`config.mk`:
```
export PLATFORM = sky130hd
export DESIGN_NAME = uart_tx_arbiter_flat
export DESIGN_NICKNAME = d
export VERILOG_FILES = /design/src/rtl/uart_tx_arbiter_pkg.sv /design/src/rtl/uart_tx_arbiter_if.sv /design/src/rtl/uart_tx_arbiter_rr_arbiter.sv /design/src/rtl/uart_tx_arbiter.sv /design/src/flat_wrapper.sv
export SDC_FILE = /design/constraint.sdc
export NUM_CORES = 1
export LEC_CHECK = 0
export CAP_MARGIN = 20
export CELL_PAD_IN_SITES_DETAIL_PLACEMENT = 0
export CELL_PAD_IN_SITES_GLOBAL_PLACEMENT = 1
export CORE_ASPECT_RATIO = 1.4
export CORE_MARGIN = 3
export CORE_UTILIZATION = 33
export DETAILED_ROUTE_END_ITERATION = 6
export GPL_TIMING_DRIVEN = 0
export HOLD_SLACK_MARGIN = 0.02
export PLACE_DENSITY = 0.76
export SLEW_MARGIN = 20
export SYNTH_ARGS = -nofsm -noshare
export SYNTH_HDL_FRONTEND = slang
export SYNTH_SLANG_ARGS = --single-unit
```
`constraint.sdc`:
```
create_clock -name Clk -period 2.95 [get_ports Clk]
set_input_delay 0.885 -clock Clk [delete_from_list [all_inputs] [get_ports Clk]]
set_output_delay 0.885 -clock Clk [all_outputs]
set_load 0.01 [all_outputs]
```
`src/rtl/uart_tx_arbiter_pkg.sv`:
```
// Shared types and width helpers for the UART TX arbiter and its round-robin picker.
package uart_arb_pkg;

   typedef enum logic {IDLE, GRANT} state_t;

   localparam int unsigned C_DEF_MAX_BURST    = 16;
   localparam int unsigned C_DEF_IDLE_TIMEOUT = 64;

   // Index/counter width that never collapses to zero bits.
   function automatic int unsigned f_idx_width(input int unsigned n);
      return (n < 2) ? 1 : $clog2(n);
   endfunction

endpackage

```
`src/rtl/uart_tx_arbiter_if.sv`:
```
// Requester byte streams plus the UART TX FIFO write port, grouped for the arbiter.
interface uart_tx_arbiter_if
   import uart_arb_pkg::*;
#(
   parameter int unsigned C_NUM_REQ   = 4,
   parameter int unsigned C_DATA_BITS = 8
);
   localparam int unsigned C_IDX_W = f_idx_width(C_NUM_REQ);

   logic [C_NUM_REQ-1:0]             req_valid;
   logic [C_NUM_REQ*C_DATA_BITS-1:0] req_data;
   logic [C_NUM_REQ-1:0]             req_last;
   logic [C_NUM_REQ-1:0]             req_ready;
   logic [C_DATA_BITS-1:0]           TX_data;
   logic                             wr_uart_en;
   logic                             Full;
   logic [C_IDX_W-1:0]               grant_id;
   logic                             busy;

   modport master (
      input  req_valid, req_data, req_last, Full,
      output req_ready, TX_data, wr_uart_en, grant_id, busy
   );

   modport slave (
      output req_valid, req_data, req_last, Full,
      input  req_ready, TX_data, wr_uart_en, grant_id, busy
   );

endinterface

```
`src/rtl/uart_tx_arbiter_rr_arbiter.sv`:
```
// Combinational round-robin picker: first request at or after the pointer, cyclically.
module rr_arbiter
   import uart_arb_pkg::*;
#(
   parameter int unsigned C_NUM_REQ = 4,
   localparam int unsigned C_IDX_W  = f_idx_width(C_NUM_REQ)
) (
   input  logic [C_NUM_REQ-1:0] i_req,
   input  logic [C_IDX_W-1:0]   i_rr_ptr,
   output logic [C_IDX_W-1:0]   o_winner,
   output logic                 o_any_req
);

   logic [C_NUM_REQ-1:0] w_rot;
   logic [C_IDX_W-1:0]   w_off;
   logic [C_IDX_W:0]     w_sum;

   always_comb begin
      // Doubling the vector turns the cyclic search into a plain lowest-bit search.
      w_rot = C_NUM_REQ'({i_req, i_req} >> i_rr_ptr);
      w_off = '0;
      for (int i = C_NUM_REQ - 1; i >= 0; i--) begin
         if (w_rot[i]) w_off = C_IDX_W'(i);
      end
      w_sum = {1'b0, i_rr_ptr} + {1'b0, w_off};
      if (w_sum >= (C_IDX_W + 1)'(C_NUM_REQ)) begin
         w_sum = w_sum - (C_IDX_W + 1)'(C_NUM_REQ);
      end
      o_winner  = w_sum[C_IDX_W-1:0];
      o_any_req = |i_req;
   end

endmodule

```
`src/rtl/uart_tx_arbiter.sv`:
```
// Round-robin sharing of the UART TX FIFO write port with message, burst and idle release.
module uart_tx_arbiter
   import uart_arb_pkg::*;
#(
   parameter int unsigned C_NUM_REQ      = 4,
   parameter int unsigned C_DATA_BITS    = 8,
   parameter int unsigned C_MAX_BURST    = C_DEF_MAX_BURST,
   parameter int unsigned C_IDLE_TIMEOUT = C_DEF_IDLE_TIMEOUT
) (
   input logic               Clk,
   input logic               Reset,
   uart_tx_arbiter_if.master bus
);

   localparam int unsigned C_IDX_W   = f_idx_width(C_NUM_REQ);
   localparam int unsigned C_BURST_W = f_idx_width(C_MAX_BURST + 1);
   localparam int unsigned C_IDLE_W  = f_idx_width(C_IDLE_TIMEOUT + 1);

   state_t                 r_state;
   logic [C_IDX_W-1:0]     r_rr_ptr;
   logic [C_IDX_W-1:0]     r_grant_id;
   logic                   r_busy;
   logic                   r_wr_en;
   logic [C_DATA_BITS-1:0] r_tx_data;
   logic [C_BURST_W-1:0]   r_burst_cnt;
   logic [C_IDLE_W-1:0]    r_idle_cnt;

   logic [C_IDX_W-1:0]     w_winner;
   logic [C_IDX_W-1:0]     w_next_ptr;
   logic                   w_any;
   logic                   w_ready;
   logic                   w_valid_g;
   logic                   w_last_g;
   logic                   w_accept;
   logic                   w_burst_hit;
   logic                   w_idle_hit;
   logic                   w_release;
   logic [C_DATA_BITS-1:0] w_data_g;

   rr_arbiter #(
      .C_NUM_REQ (C_NUM_REQ)
   ) u_rr_arbiter (
      .i_req     (bus.req_valid),
      .i_rr_ptr  (r_rr_ptr),
      .o_winner  (w_winner),
      .o_any_req (w_any)
   );

   always_comb begin
      w_valid_g   = bus.req_valid[r_grant_id];
      w_last_g    = bus.req_last[r_grant_id];
      w_data_g    = bus.req_data[r_grant_id*C_DATA_BITS +: C_DATA_BITS];
      // Holding off while a write is presented lets Full always reflect the previous write.
      w_ready     = r_busy & ~bus.Full & ~r_wr_en;
      w_accept    = w_valid_g & w_ready;
      w_burst_hit = (C_MAX_BURST != 0) && ((32'(r_burst_cnt) + 32'd1) == C_MAX_BURST);
      w_idle_hit  = (C_IDLE_TIMEOUT != 0) && (32'(r_idle_cnt) == (C_IDLE_TIMEOUT - 1));
      w_release   = (w_accept & (w_last_g | w_burst_hit)) | (~w_valid_g & w_idle_hit);
      w_next_ptr  = (32'(r_grant_id) == (C_NUM_REQ - 1)) ? '0 : r_grant_id + C_IDX_W'(1);
      bus.req_ready = w_ready ? (C_NUM_REQ'(1) << r_grant_id) : '0;
   end

   assign bus.TX_data    = r_tx_data;
   assign bus.wr_uart_en = r_wr_en;
   assign bus.grant_id   = r_grant_id;
   assign bus.busy       = r_busy;

   always_ff @(posedge Clk) begin
      if (Reset) begin
         r_state     <= IDLE;
         r_rr_ptr    <= '0;
         r_grant_id  <= '0;
         r_busy      <= 1'b0;
         r_wr_en     <= 1'b0;
         r_tx_data   <= '0;
         r_burst_cnt <= '0;
         r_idle_cnt  <= '0;
      end else begin
         r_wr_en <= 1'b0;
         case (r_state)
            IDLE: begin
               if (w_any) begin
                  r_grant_id  <= w_winner;
                  r_state     <= GRANT;
                  r_busy      <= 1'b1;
                  r_burst_cnt <= '0;
                  r_idle_cnt  <= '0;
               end
            end
            GRANT: begin
               if (w_accept) begin
                  r_tx_data  <= w_data_g;
                  r_wr_en    <= 1'b1;
                  r_idle_cnt <= '0;
                  if (r_burst_cnt != '1) r_burst_cnt <= r_burst_cnt + C_BURST_W'(1);
               end else if (w_valid_g) begin
                  // Stalled by Full or the write slot is backpressure, not idleness.
                  r_idle_cnt <= '0;
               end else if (r_idle_cnt != '1) begin
                  r_idle_cnt <= r_idle_cnt + C_IDLE_W'(1);
               end
               if (w_release) begin
                  r_state  <= IDLE;
                  r_busy   <= 1'b0;
                  r_rr_ptr <= w_next_ptr;
               end
            end
            default: r_state <= IDLE;
         endcase
      end
   end

endmodule

```
`src/flat_wrapper.sv`:
```
// flat-port wrapper written by rule: the top's interface ports become plain ports
module uart_tx_arbiter_flat import uart_arb_pkg::*;
#(
   parameter int unsigned C_NUM_REQ      = 4,
   parameter int unsigned C_DATA_BITS    = 8,
   parameter int unsigned C_MAX_BURST    = C_DEF_MAX_BURST,
   parameter int unsigned C_IDLE_TIMEOUT = C_DEF_IDLE_TIMEOUT
)
  (Clk, Reset, bus_req_valid, bus_req_data, bus_req_last, bus_Full, bus_req_ready, bus_TX_data, bus_wr_uart_en, bus_grant_id, bus_busy);
  uart_tx_arbiter_if #(.C_NUM_REQ(C_NUM_REQ), .C_DATA_BITS(C_DATA_BITS)) bus_i ();
  input logic Clk;
  input logic Reset;
  input wire logic [$bits(bus_i.req_valid)-1:0] bus_req_valid;
  input wire logic [$bits(bus_i.req_data)-1:0] bus_req_data;
  input wire logic [$bits(bus_i.req_last)-1:0] bus_req_last;
  input wire logic [$bits(bus_i.Full)-1:0] bus_Full;
  output wire logic [$bits(bus_i.req_ready)-1:0] bus_req_ready;
  output wire logic [$bits(bus_i.TX_data)-1:0] bus_TX_data;
  output wire logic [$bits(bus_i.wr_uart_en)-1:0] bus_wr_uart_en;
  output wire logic [$bits(bus_i.grant_id)-1:0] bus_grant_id;
  output wire logic [$bits(bus_i.busy)-1:0] bus_busy;
  assign bus_i.req_valid = bus_req_valid;
  assign bus_i.req_data = bus_req_data;
  assign bus_i.req_last = bus_req_last;
  assign bus_i.Full = bus_Full;
  assign bus_req_ready = bus_i.req_ready;
  assign bus_TX_data = bus_i.TX_data;
  assign bus_wr_uart_en = bus_i.wr_uart_en;
  assign bus_grant_id = bus_i.grant_id;
  assign bus_busy = bus_i.busy;
  uart_tx_arbiter #(.C_NUM_REQ(C_NUM_REQ), .C_DATA_BITS(C_DATA_BITS), .C_MAX_BURST(C_MAX_BURST), .C_IDLE_TIMEOUT(C_IDLE_TIMEOUT)) u_core (.Clk(Clk), .Reset(Reset), .bus(bus_i));
endmodule
```
==> metrics.md, run 1 <==
| Metric | Value |
|---|---|
| Status | finished, final reports clean |
| Longest Clk Path Bufs | 2 |
| Clk pin slew, worst setup/hold paths | roughly 0.090 ns |
| Pint | roughly 580 uW |
| CTS tree | done |
| Die Y | between 90 and 100 microns |
| Type of origin of the critical path | input port |
| Sink Count | 27 |
| Period utilization | around 98% |
| Mapped Nets | roughly 230 |
| Die X | 67.1 microns |
| Setup TNS | 0 ns |
| Drc violations | 0 |
| Insertion delay to the later sink of the worst-skew pair | 0.27 ns |
| Most frequent cell after synthesis | dfxtp_1 |
| Reg power frac | approximately half |
| Sw Ratio | 26.2% |
| Via count | between 1500 and 2000 |
| Avg Inst Size Synth | around 9.4 sq um |
| Synth top area cells | dfxtp_1 (31%), mux4_2 (12%), ha_1 (5.8%), mux2i_1 (5.8%), nor2_1 (4.4%) |
| Register area share after synthesis | between 30% and 40% |
| Vias in the first global route | between 1500 and 2000 |
| Post-route ant nets | 0 |
| Top_reg_cell synth | dfxtp_1 |
| Pwr dens | ~330 nW/um^2 |
| Fin area | around 2400 sq um |
| Hold Path Origin | u_core.r_burst_cnt[1] |
| Worst setup EP type | primary output |
| Num rows | 30 |
| Proportion of layout cells with a drive suffix above 1 | ~12% |
| RSZ-0062 raised after global routing | false |
| Final hold slack | a little under 0.5 ns |
| Asr flop ratio synth | 0% |
| LEAKAGE | 0.940 nW |
| Post-Route WL | 4570 microns |
| First-pass GRT wire length | 7400 microns |
| Slew Limit Fails | 0 |
| Maxcap violations | 0 |
| Core area | about 5000 sq um |
| Seq cells post-synth | 27 |
| GP Congestion | just over 0.8 |
| Top-level I/O count | between 50 and 60 |
| Worst endpoint required time | 2.07 ns |
| Critical path's largest stage delay | around 0.45 ns |
| GRT Total Usage | between 10% and 20% |
| Initial antenna violation count | 0 |
| Worst R2R Start | u_core.r_rr_ptr[0] |
| Clk pwr share | a little over a quarter |
| Gr ovfl total | 0 |
| Post-synth EDFFs | 0 |
| Worst setup startpoint | bus_Full |
| Clock Tree Root | clkbuf_8 |
| Yosys top cell area share | roughly a third |
| Slew @ Worst Pin | roughly 0.54 ns |
| Area grow syn2layout | 39.6% |
| Crit path cell chain | clkdlybuf4s50_1, nor3b_2, and2_1, dlygate4sd2_1 |
| DIE AREA | ~6100 sq um |
| Cell Area, Placed | 2350 sq um |
| # fillers | around 500 |
| Buffers on Ports | 55 |
| CP Data Arrival Time | roughly 2.0 ns |
| First-iteration detailed-routing DRC count | 54 |
| Hold Fails Final Rpt | 0 |
| Comb pwr share | between 20% and 30% |
| Top post-synthesis cells by count | dfxtp_1 (27), nor2_1 (20), a21oi_1 (13) |
| Slew HR | between 60 and 70% |
| WS Path Type | in -> out |
| HPWL Detailed | ~3600 microns |
| Routed wire per std cell | 14.9 microns |
| Initial Util | a little over a third |
| # diodes | 0 |
| Via density | approximately 5.3 |
| Htree depth | 1 |
| Top Family by Delay on Critical Path | buffers and inverters |
| Worst Skew | 0.00294 ns |
| Class of the worst hold path | reg -> reg |
| Largest net degree at the start of global routing | 16 |
| Final #Nets | 294 |
| Cell variety after synth | 51 |
| Area leader, netlist | dfxtp_1 |
| Final setup fails | 0 |
| Maximum operating frequency | between 300 and 400 MHz |
| Cts bufs inserted | 3 |
| Tmin final | 2.88 ns |
| Switch Pwr | a little over 200 uW |
| Worst vdd ir | 0.129 mV |
| Number of buffer and inverter stages on the critical path | 2 |
| Syn Std Cell Area | roughly 1700 sq um |
| Slowest cell on crit path | clkdlybuf4s50_1 |
| Worst Path Max Fanout | 4 |
| Gate Count Post-Synth | between 150 and 200 |
| Warnings, synthesis | 0 |
| DRT Pass-1 Iters | 4 |
-- final cells by class --
type	instances	area (sq um)	share of cell area (%)
inverter	5	18.8	0.780
multi-input combinational	139	1110	46.0
tap	64	80.1	3.33
buffer	12	65.1	2.70
sequential	27	541	22.5
timing repair buffer	55	548	22.8
clock inverter	1	5.00	0.208
clock buffer	3	41.3	1.72
-- metrics by stage --
step | power [mW] | utilization (%) | worst slack, ns | std cells
after floorplan | 0.491 | - | 0.602 | 183
after global placement | 0.583 | 47.5 | -0.336 | 302
after detailed placement | 0.585 | 47.5 | -0.341 | 302
after CTS | 0.804 | 48.5 | 0.00128 | 306
after global routing | 0.835 | 48.6 | 0.00127 | 306
final | 0.785 | 48.6 | 0.0735 | 306
-- per-layer routing --
| metal | routed length (microns) | global-route usage, % | vias to the layer above |
|---|---|---|---|
| met4 | 67 | 5.08 | 0 |
| met2 | 2160 | 26.3 | 71 |
| li1 | - | - | 806 |
| met1 | 1800 | 17.8 | 738 |
| met3 | 536 | 4.58 | 5 |
| met5 | 0 | 0 | - |
-- worst register-to-register path, cell delays in order (launching register included) --
cell      delay (ns)
dfxtp_1         0.35
clkbuf_1        0.30
nor2_1          0.10
a221oi_1        0.30
o221ai_1        0.15
ha_1            0.23
xnor2_1         0.13
or3_1           0.31
a31oi_1         0.15
-- power by group through the flow --
stage | sequential [mW] | combinational [mW] | clock [mW]
2_1_floorplan | 0.393 | 0.0983 | 0
3_3_place_gp | 0.394 | 0.190 | 0
3_5_place_dp | 0.393 | 0.192 | 0
4_1_cts | 0.385 | 0.192 | 0.227
5_1_grt | 0.387 | 0.209 | 0.239
6_report | 0.385 | 0.189 | 0.211
-- final timing paths --
check                                end  slack (ns)  cells after the start
setup / recovery        bus_req_ready[2]        0.07                      4
hold / removal     u_core.r_burst_cnt[1]        0.50                      2
setup reg to reg  u_core.bus.grant_id[1]        0.87                      8
hold reg to reg    u_core.r_burst_cnt[1]        0.50                      2
-- registers in the layout, summed over array words and instances (netlist names) --
name and count:
u_core.r_state 1, u_core.bus.TX_data 8, u_core.bus.grant_id 2, u_core.r_idle_cnt 7, u_core.bus.wr_uart_en 1, u_core.r_burst_cnt 5, u_core.r_rr_ptr 2, u_core.bus.busy 1
-- layout by cell type (no fill, tap or decap), drive strengths merged, types with 6 or more instances in the layout --
master         count
a21oi             13
clkbuf            10
clkdlybuf4s50     51
dfxtp             27
ha                 8
mux2i             10
mux4              10
nand2             10
nand3              6
nor2              21
o21ai              7
-- repair_timing --
action | CTS | global route
hold buffers | 0 | 0
buffers inserted | 0 | 0
endpoints found under the setup margin | 4 | 4
resized for setup | 5 | 5
endpoints found under the hold margin | 0 | 0
-- cells by family after synthesis --
family / count (synthesis) / synth area share (%)
and+or+nand+nor: 67 / 21.3
AOI/OAI and AO/OA: 42 / 16.8
DFF: 27 / 31.3
muxes: 20 / 19.1
buffers and inverters: 17 / 4.64
adders and majority gates: 8 / 5.81
xor gates and xnor gates: 2 / 1.02
No activity file was read; power rests on OpenSTA's default activity.
==> run 2, diff against run 1 <==
--- a/config.mk
+++ b/config.mk
@@ -5,7 +5,8 @@
 export SDC_FILE = /design/constraint.sdc
 export NUM_CORES = 1
 export LEC_CHECK = 0
-export CAP_MARGIN = 20
+export ABC_CLOCK_PERIOD_IN_PS = 2950
+export CAP_MARGIN = 40
 export CELL_PAD_IN_SITES_DETAIL_PLACEMENT = 0
 export CELL_PAD_IN_SITES_GLOBAL_PLACEMENT = 1
 export CORE_ASPECT_RATIO = 1.4
==> results of run 2 <==
No change in the layout: final DEF, timing and power equal those of run 1.
